===== src/rtl/button_conditioner_bank_if.sv =====
// Pad-side and core-side signals for the push-button conditioner bank.
// The master drives raw pad levels. The slave returns the conditioned levels and pulses.
interface button_conditioner_bank_if #(
    parameter int N = 6
);
    logic [N-1:0] btn_raw_i;
    logic [N-1:0] pressed_o;
    logic [N-1:0] press_o;
    logic [N-1:0] release_o;

    modport master (
        output btn_raw_i,
        input  pressed_o,
        input  press_o,
        input  release_o
    );

    modport slave (
        input  btn_raw_i,
        output pressed_o,
        output press_o,
        output release_o
    );
endinterface


===== src/rtl/button_conditioner_bank.sv =====
// Per-channel synchroniser, debouncer and press/release/auto-repeat pulse generator.
//
// state     | meaning
// ST_IDLE   | no repeat activity (released, or repeat disabled for channel)
// ST_DELAY  | held; counting REPEAT_DELAY clocks to the first repeat pulse
// ST_REPEAT | held; emitting a press pulse every REPEAT_PERIOD clocks
module button_conditioner_bank #(
    parameter int           N             = 6,
    parameter int           CNT_W         = 16,
    parameter logic [N-1:0] ACTIVE_LOW    = N'(6'b000001),
    parameter logic [N-1:0] REPEAT_EN     = N'(6'b111100),
    parameter int           REPEAT_DELAY  = 50_000_000,
    parameter int           REPEAT_PERIOD = 10_000_000
) (
    input  logic                   clk,
    input  logic                   rst_n,
    button_conditioner_bank_if.slave bus
);

    localparam int RMAX   = (REPEAT_DELAY > REPEAT_PERIOD) ? REPEAT_DELAY : REPEAT_PERIOD;
    localparam int RCNT_W = (RMAX > 2) ? $clog2(RMAX) : 1;

    localparam logic [CNT_W-1:0]  CNT_MAX = '1;
    localparam logic [RCNT_W-1:0] DLY_M1  = RCNT_W'(REPEAT_DELAY - 1);
    localparam logic [RCNT_W-1:0] PER_M1  = RCNT_W'(REPEAT_PERIOD - 1);

    typedef enum logic [1:0] {
        ST_IDLE   = 2'd0,
        ST_DELAY  = 2'd1,
        ST_REPEAT = 2'd2
    } rpt_state_e;

    logic [N-1:0]        sync1_q, sync1_d;
    logic [N-1:0]        sync2_q, sync2_d;
    logic [N-1:0]        pressed_q, pressed_d;
    logic [N-1:0]        press_q, press_d;
    logic [N-1:0]        release_q, release_d;
    logic [CNT_W-1:0]    cnt_q  [N];
    logic [CNT_W-1:0]    cnt_d  [N];
    logic [RCNT_W-1:0]   rcnt_q [N];
    logic [RCNT_W-1:0]   rcnt_d [N];
    rpt_state_e          state_q [N];
    rpt_state_e          state_d [N];

    always_ff @(posedge clk or negedge rst_n) begin
        if (!rst_n) begin
            sync1_q   <= '0;
            sync2_q   <= '0;
            pressed_q <= '0;
            press_q   <= '0;
            release_q <= '0;
            for (int i = 0; i < N; i++) begin
                cnt_q[i]   <= '0;
                rcnt_q[i]  <= '0;
                state_q[i] <= ST_IDLE;
            end
        end else begin
            sync1_q   <= sync1_d;
            sync2_q   <= sync2_d;
            pressed_q <= pressed_d;
            press_q   <= press_d;
            release_q <= release_d;
            for (int i = 0; i < N; i++) begin
                cnt_q[i]   <= cnt_d[i];
                rcnt_q[i]  <= rcnt_d[i];
                state_q[i] <= state_d[i];
            end
        end
    end

    always_comb begin
        // Polarity is normalised before the synchroniser so every later stage sees 1 = pressed.
        sync1_d   = bus.btn_raw_i ^ ACTIVE_LOW;
        sync2_d   = sync1_q;
        pressed_d = pressed_q;
        press_d   = '0;
        release_d = '0;
        for (int i = 0; i < N; i++) begin
            cnt_d[i]   = cnt_q[i];
            rcnt_d[i]  = rcnt_q[i];
            state_d[i] = state_q[i];

            if (sync2_q[i] == pressed_q[i]) begin
                cnt_d[i] = '0;
            end else if (cnt_q[i] != CNT_MAX) begin
                cnt_d[i] = cnt_q[i] + 1'b1;
            end else begin
                cnt_d[i]     = '0;
                pressed_d[i] = ~pressed_q[i];
                if (pressed_q[i]) begin
                    release_d[i] = 1'b1;
                end else begin
                    press_d[i] = 1'b1;
                end
            end

            // A release takes priority, so a repeat pulse due on the release edge is dropped.
            if (release_d[i]) begin
                state_d[i] = ST_IDLE;
                rcnt_d[i]  = '0;
            end else begin
                unique case (state_q[i])
                    ST_IDLE: begin
                        if (press_d[i] && REPEAT_EN[i]) begin
                            state_d[i] = ST_DELAY;
                            rcnt_d[i]  = '0;
                        end
                    end
                    ST_DELAY: begin
                        if (rcnt_q[i] == DLY_M1) begin
                            press_d[i] = 1'b1;
                            state_d[i] = ST_REPEAT;
                            rcnt_d[i]  = '0;
                        end else begin
                            rcnt_d[i] = rcnt_q[i] + 1'b1;
                        end
                    end
                    ST_REPEAT: begin
                        if (rcnt_q[i] == PER_M1) begin
                            press_d[i] = 1'b1;
                            rcnt_d[i]  = '0;
                        end else begin
                            rcnt_d[i] = rcnt_q[i] + 1'b1;
                        end
                    end
                    default: begin
                        state_d[i] = ST_IDLE;
                        rcnt_d[i]  = '0;
                    end
                endcase
            end
        end
    end

    assign bus.pressed_o = pressed_q;
    assign bus.press_o   = press_q;
    assign bus.release_o = release_q;

endmodule


===== src/flat_wrapper.sv =====
// flat-port wrapper written by rule: the top's interface ports become plain ports
module button_conditioner_bank_flat 
#(
    parameter int           N             = 6,
    parameter int           CNT_W         = 16,
    parameter logic [N-1:0] ACTIVE_LOW    = N'(6'b000001),
    parameter logic [N-1:0] REPEAT_EN     = N'(6'b111100),
    parameter int           REPEAT_DELAY  = 50_000_000,
    parameter int           REPEAT_PERIOD = 10_000_000
)
  (clk, rst_n, bus_btn_raw_i, bus_pressed_o, bus_press_o, bus_release_o);
  button_conditioner_bank_if #(.N(N)) bus_i ();
  input  logic clk;
  input  logic rst_n;
  input wire logic [$bits(bus_i.btn_raw_i)-1:0] bus_btn_raw_i;
  output wire logic [$bits(bus_i.pressed_o)-1:0] bus_pressed_o;
  output wire logic [$bits(bus_i.press_o)-1:0] bus_press_o;
  output wire logic [$bits(bus_i.release_o)-1:0] bus_release_o;
  assign bus_i.btn_raw_i = bus_btn_raw_i;
  assign bus_pressed_o = bus_i.pressed_o;
  assign bus_press_o = bus_i.press_o;
  assign bus_release_o = bus_i.release_o;
  button_conditioner_bank #(.N(N), .CNT_W(CNT_W), .ACTIVE_LOW(ACTIVE_LOW), .REPEAT_EN(REPEAT_EN), .REPEAT_DELAY(REPEAT_DELAY), .REPEAT_PERIOD(REPEAT_PERIOD)) u_core (.clk(clk), .rst_n(rst_n), .bus(bus_i));
endmodule

===== config.mk =====
export PLATFORM = sky130hd
export DESIGN_NAME = button_conditioner_bank_flat
export DESIGN_NICKNAME = d
export VERILOG_FILES = /design/src/rtl/button_conditioner_bank_if.sv /design/src/rtl/button_conditioner_bank.sv /design/src/flat_wrapper.sv
export SDC_FILE = /design/constraint.sdc
export NUM_CORES = 1
export LEC_CHECK = 0
export ABC_AREA = 1
export CAP_MARGIN = 20
export CORE_UTILIZATION = 45
export DETAILED_ROUTE_END_ITERATION = 6
export GPL_ROUTABILITY_DRIVEN = 1
export GPL_TIMING_DRIVEN = 0
export PLACE_DENSITY = 0.63
export SLEW_MARGIN = 10
export SYNTH_ARGS = -nofsm -noshare
export SYNTH_HDL_FRONTEND = slang
export SYNTH_SLANG_ARGS = --single-unit

===== constraint.sdc =====
create_clock -name clk -period 2.4 [get_ports clk]
set_input_delay 0.48 -clock clk [delete_from_list [all_inputs] [get_ports clk]]
set_output_delay 0.48 -clock clk [all_outputs]
set_load 0.005 [all_outputs]

==> results_dict.tcl <==
set metrics [dict create \
    status "complete, no violations" \
    p_per_area_nw_per_um2 593 \
    ios 26 \
    critPathLaunchType "register" \
    peakVddDrop_mv 0.529 \
    multi_input_area_um2 6650 \
    fin_skew_ns 0.0208 \
    die_area_um2 31200 \
    period_minus_slack_ns 2.08 \
    setup_viol 0 \
    drive_gt1_share_pct 8.21 \
    io_buffers 25 \
    grt_overflow_total 0 \
    cts_setup_buffers 0 \
    dpl.hpwl_um 21800 \
    slowest_stage "dfrtp_1" \
    clock_sink_count 238 \
    fin_nets 1957 \
    worstPathMaxFanout 10 \
    dp.cells 2285 \
    vias_per_cell 5.08 \
    drv_cap 0 \
    initial_core_util_pct 46.0 \
    cts_made_buffers 29 \
    synthCells 1868 \
    clk_pin_slew_ns 0.06 \
    post-route-cell-area_um2 15600 \
    drc 0 \
    antenna_found_initial 0 \
    fmax_ghz 0.482 \
    core_region_area_um2 29800 \
    drt_iter0_markers 794 \
    seq_area_um2 5960 \
    cts_tree "yes" \
    dr_wl_met2_um 13700 \
    p_leak_nw 7.03 \
    root_buffer "clkbuf_16" \
    hold_ws_ns 0.348 \
    ant_nets 0 \
    slew_headroom_pct 52.4 \
    grt_usage_pct 20.7 \
    tightest_slew_ns 0.709 \
    syn_nets 1898 \
    syn_to_final_growth_pct 14.0 \
    synth.most_common_cell "nand2_1" \
    fillers 2944 \
    ys_warn_count 0 \
    path_cells "ha_1 > nand2_1 > nor2_2 > nand4_1 > nor2_2 > nor2_2 > nand2_1 > nand2_1 > nand2_1 > nor2_1" \
    fin_crit_sh_pct 86.5 \
    synth.distinct_cells 42 \
    wl_met1_um 15200 \
    grt_pass1_vias 11697 \
    synth_edf_count 0 \
    hold_class "reg2reg" \
    clockBufferDepth 3 \
    worstPathRequired_ns 2.87 \
    synth_seq_area_share_pct 43.4 \
    synth_area_per_cell_um2 7.34 \
    die_h_um 177 \
    synthFlopType "dfrtp_1" \
    routed.top_layer "met4" \
    crit_type "reg2reg" \
    clock_latency_ns 0.56 \
    synth_area_leaders "dfrtp_1 (43%), nand2_1 (12%), nor2_1 (8.8%)" \
    netlist.top_cell.by_area "dfrtp_1" \
    synth-async-reset-ratio_pct 100 \
    antennaDiodeCount 0 \
    slowest_delay_ns 0.40 \
    grt_max_degree 103 \
    crit_top_cell "nand2_1" \
    post-route-util_pct 52.4 \
    grt_pass1_wl_um 54300 \
    yosysTopAreaCellShare_pct 43.4 \
    syn_area_um2 13700 \
    gp_congestion 0.923 \
    rsz0062_at_grt "no" \
    wirelength_um 30700 \
    die_x_um 177 \
    place_area_um2 14500 \
    wl_per_cell_um 13.1 \
    endpoint_kind "register" \
    ys_ff_latch 238 \
    slew_viol_final 0 \
    finalNonFillerCells 2340 \
    rows 63 \
    wl_met3_um 1130 \
    synth_common_cells "nand2_1 (451), nor2_1 (322), inv_1 (240)" \
    h-tree-depth 1 \
    finalHoldViolations 0 \
    power_w 0.00927 \
    arrival_ns 2.55 \
    via_count 11888 \
    drt_pass1_iterations 5 \
]
-- power breakdown --
group          internal (W)  switching [W]  leakage [nW]
logic             0.0000475       0.000136          3.21
clock network       0.00318        0.00183         0.532
registers           0.00405      0.0000236          3.28
total               0.00727        0.00199          7.03
-- cells in the final DEF (no fill, tap or decap), types with 5 or more instances in the layout --
cell type	Yosys	routed
clkinvlp_4	0	5
ha_1	22	22
o21ai_2	15	15
bufinv_16	0	8
nor2_4	5	5
nor2_1	322	322
inv_1	240	240
dfrtp_1	238	238
o21ai_0	29	29
xnor2_1	13	13
buf_6	5	5
clkdlybuf4s50_1	0	24
nand2_2	15	15
nand3_1	137	137
xor2_1	56	56
o21ai_1	13	13
nor2_2	23	23
nand4_1	62	62
nor3b_1	13	13
clkbuf_16	0	29
nand2_1	451	451
a21oi_1	66	66
nor3_1	73	73
inv_2	9	9
o21bai_1	6	6
buf_2	9	9
clkinv_2	0	5
-- sequential cells by signal, summed over array words and instances, names as in the netlist --
| signal | count |
|---|---|
| u_core.rcnt_q | 104 |
| u_core.sync1_q | 6 |
| u_core.bus.pressed_o | 6 |
| u_core.bus.release_o | 6 |
| u_core.cnt_q | 96 |
| u_core.state_q | 8 |
| u_core.bus.press_o | 6 |
| u_core.sync2_q | 6 |
-- metal layers --
layer	up-vias	global-route usage, %
li1	6077	-
met1	5541	28.6
met2	212	33.7
met3	58	2.76
met4	0	5.93
met5	-	0
-- cells by family (layout without fill, tap and decap cells) --
group | Yosys count | after routing | share of synthesized area, %
buffers and inverters | 272 | 354 | 8.03
XOR/XNOR | 69 | 69 | 4.41
AO/OA/AOI/OAI | 147 | 147 | 6.34
AND/OR/NAND/NOR | 1120 | 1120 | 35.8
flip-flops | 238 | 238 | 43.4
adder cells (fa/ha/maj) | 22 | 22 | 2.01
-- final timing paths --
check / start / to / slack (ns) / depth (start not counted)
worst max register to register: u_core.cnt_q[16]$_DFF_PN0_ / u_core.rcnt_q[36]$_DFFE_PN0P_ / 0.32 / 10
min in group asynchronous: rst_n / u_core.cnt_q[74]$_DFF_PN0_ / 0.42 / 2
max in group asynchronous: rst_n / u_core.cnt_q[37]$_DFF_PN0_ / 1.12 / 3
worst min-delay path: u_core.sync1_q[3]$_DFF_PN0_ / u_core.sync2_q[3]$_DFF_PN0_ / 0.35 / 0
worst min register to register: u_core.sync1_q[3]$_DFF_PN0_ / u_core.sync2_q[3]$_DFF_PN0_ / 0.35 / 0
worst max-delay path: u_core.cnt_q[16]$_DFF_PN0_ / u_core.rcnt_q[36]$_DFFE_PN0P_ / 0.32 / 10
-- critical path, delay by kind of cell, from the launching register on --
kind,cells,cell delay [ns]
simple gates,9,1.37
flops,1,0.40
fa+ha+maj,1,0.21
-- layout make-up --
cell class / count / share of cell area, %
well taps: 390 / 3.12
inverters: 251 / 6.06
repair buffers: 28 / 2.05
multi-input cells: 1358 / 42.6
flip-flops and latches: 238 / 38.1
clock inverters: 22 / 2.18
clock buffers: 32 / 4.91
plain buffers: 21 / 0.985
-- what timing repair did --
item | CTS | global route
endpoints found under the hold margin | 46 | 0
hold buffers | 1 | 0
gates resized for setup | 0 | 0
-- stage by stage --
stage	TNS (ns)	setup slack [ns]
after detailed placement	0	0.346
after global routing	0	0.0302
after floorplan	0	0.710
after global placement	-2299.56	-9.69
after CTS	0	0.328
final	0	0.324
Power figures use the tool's default switching activity.
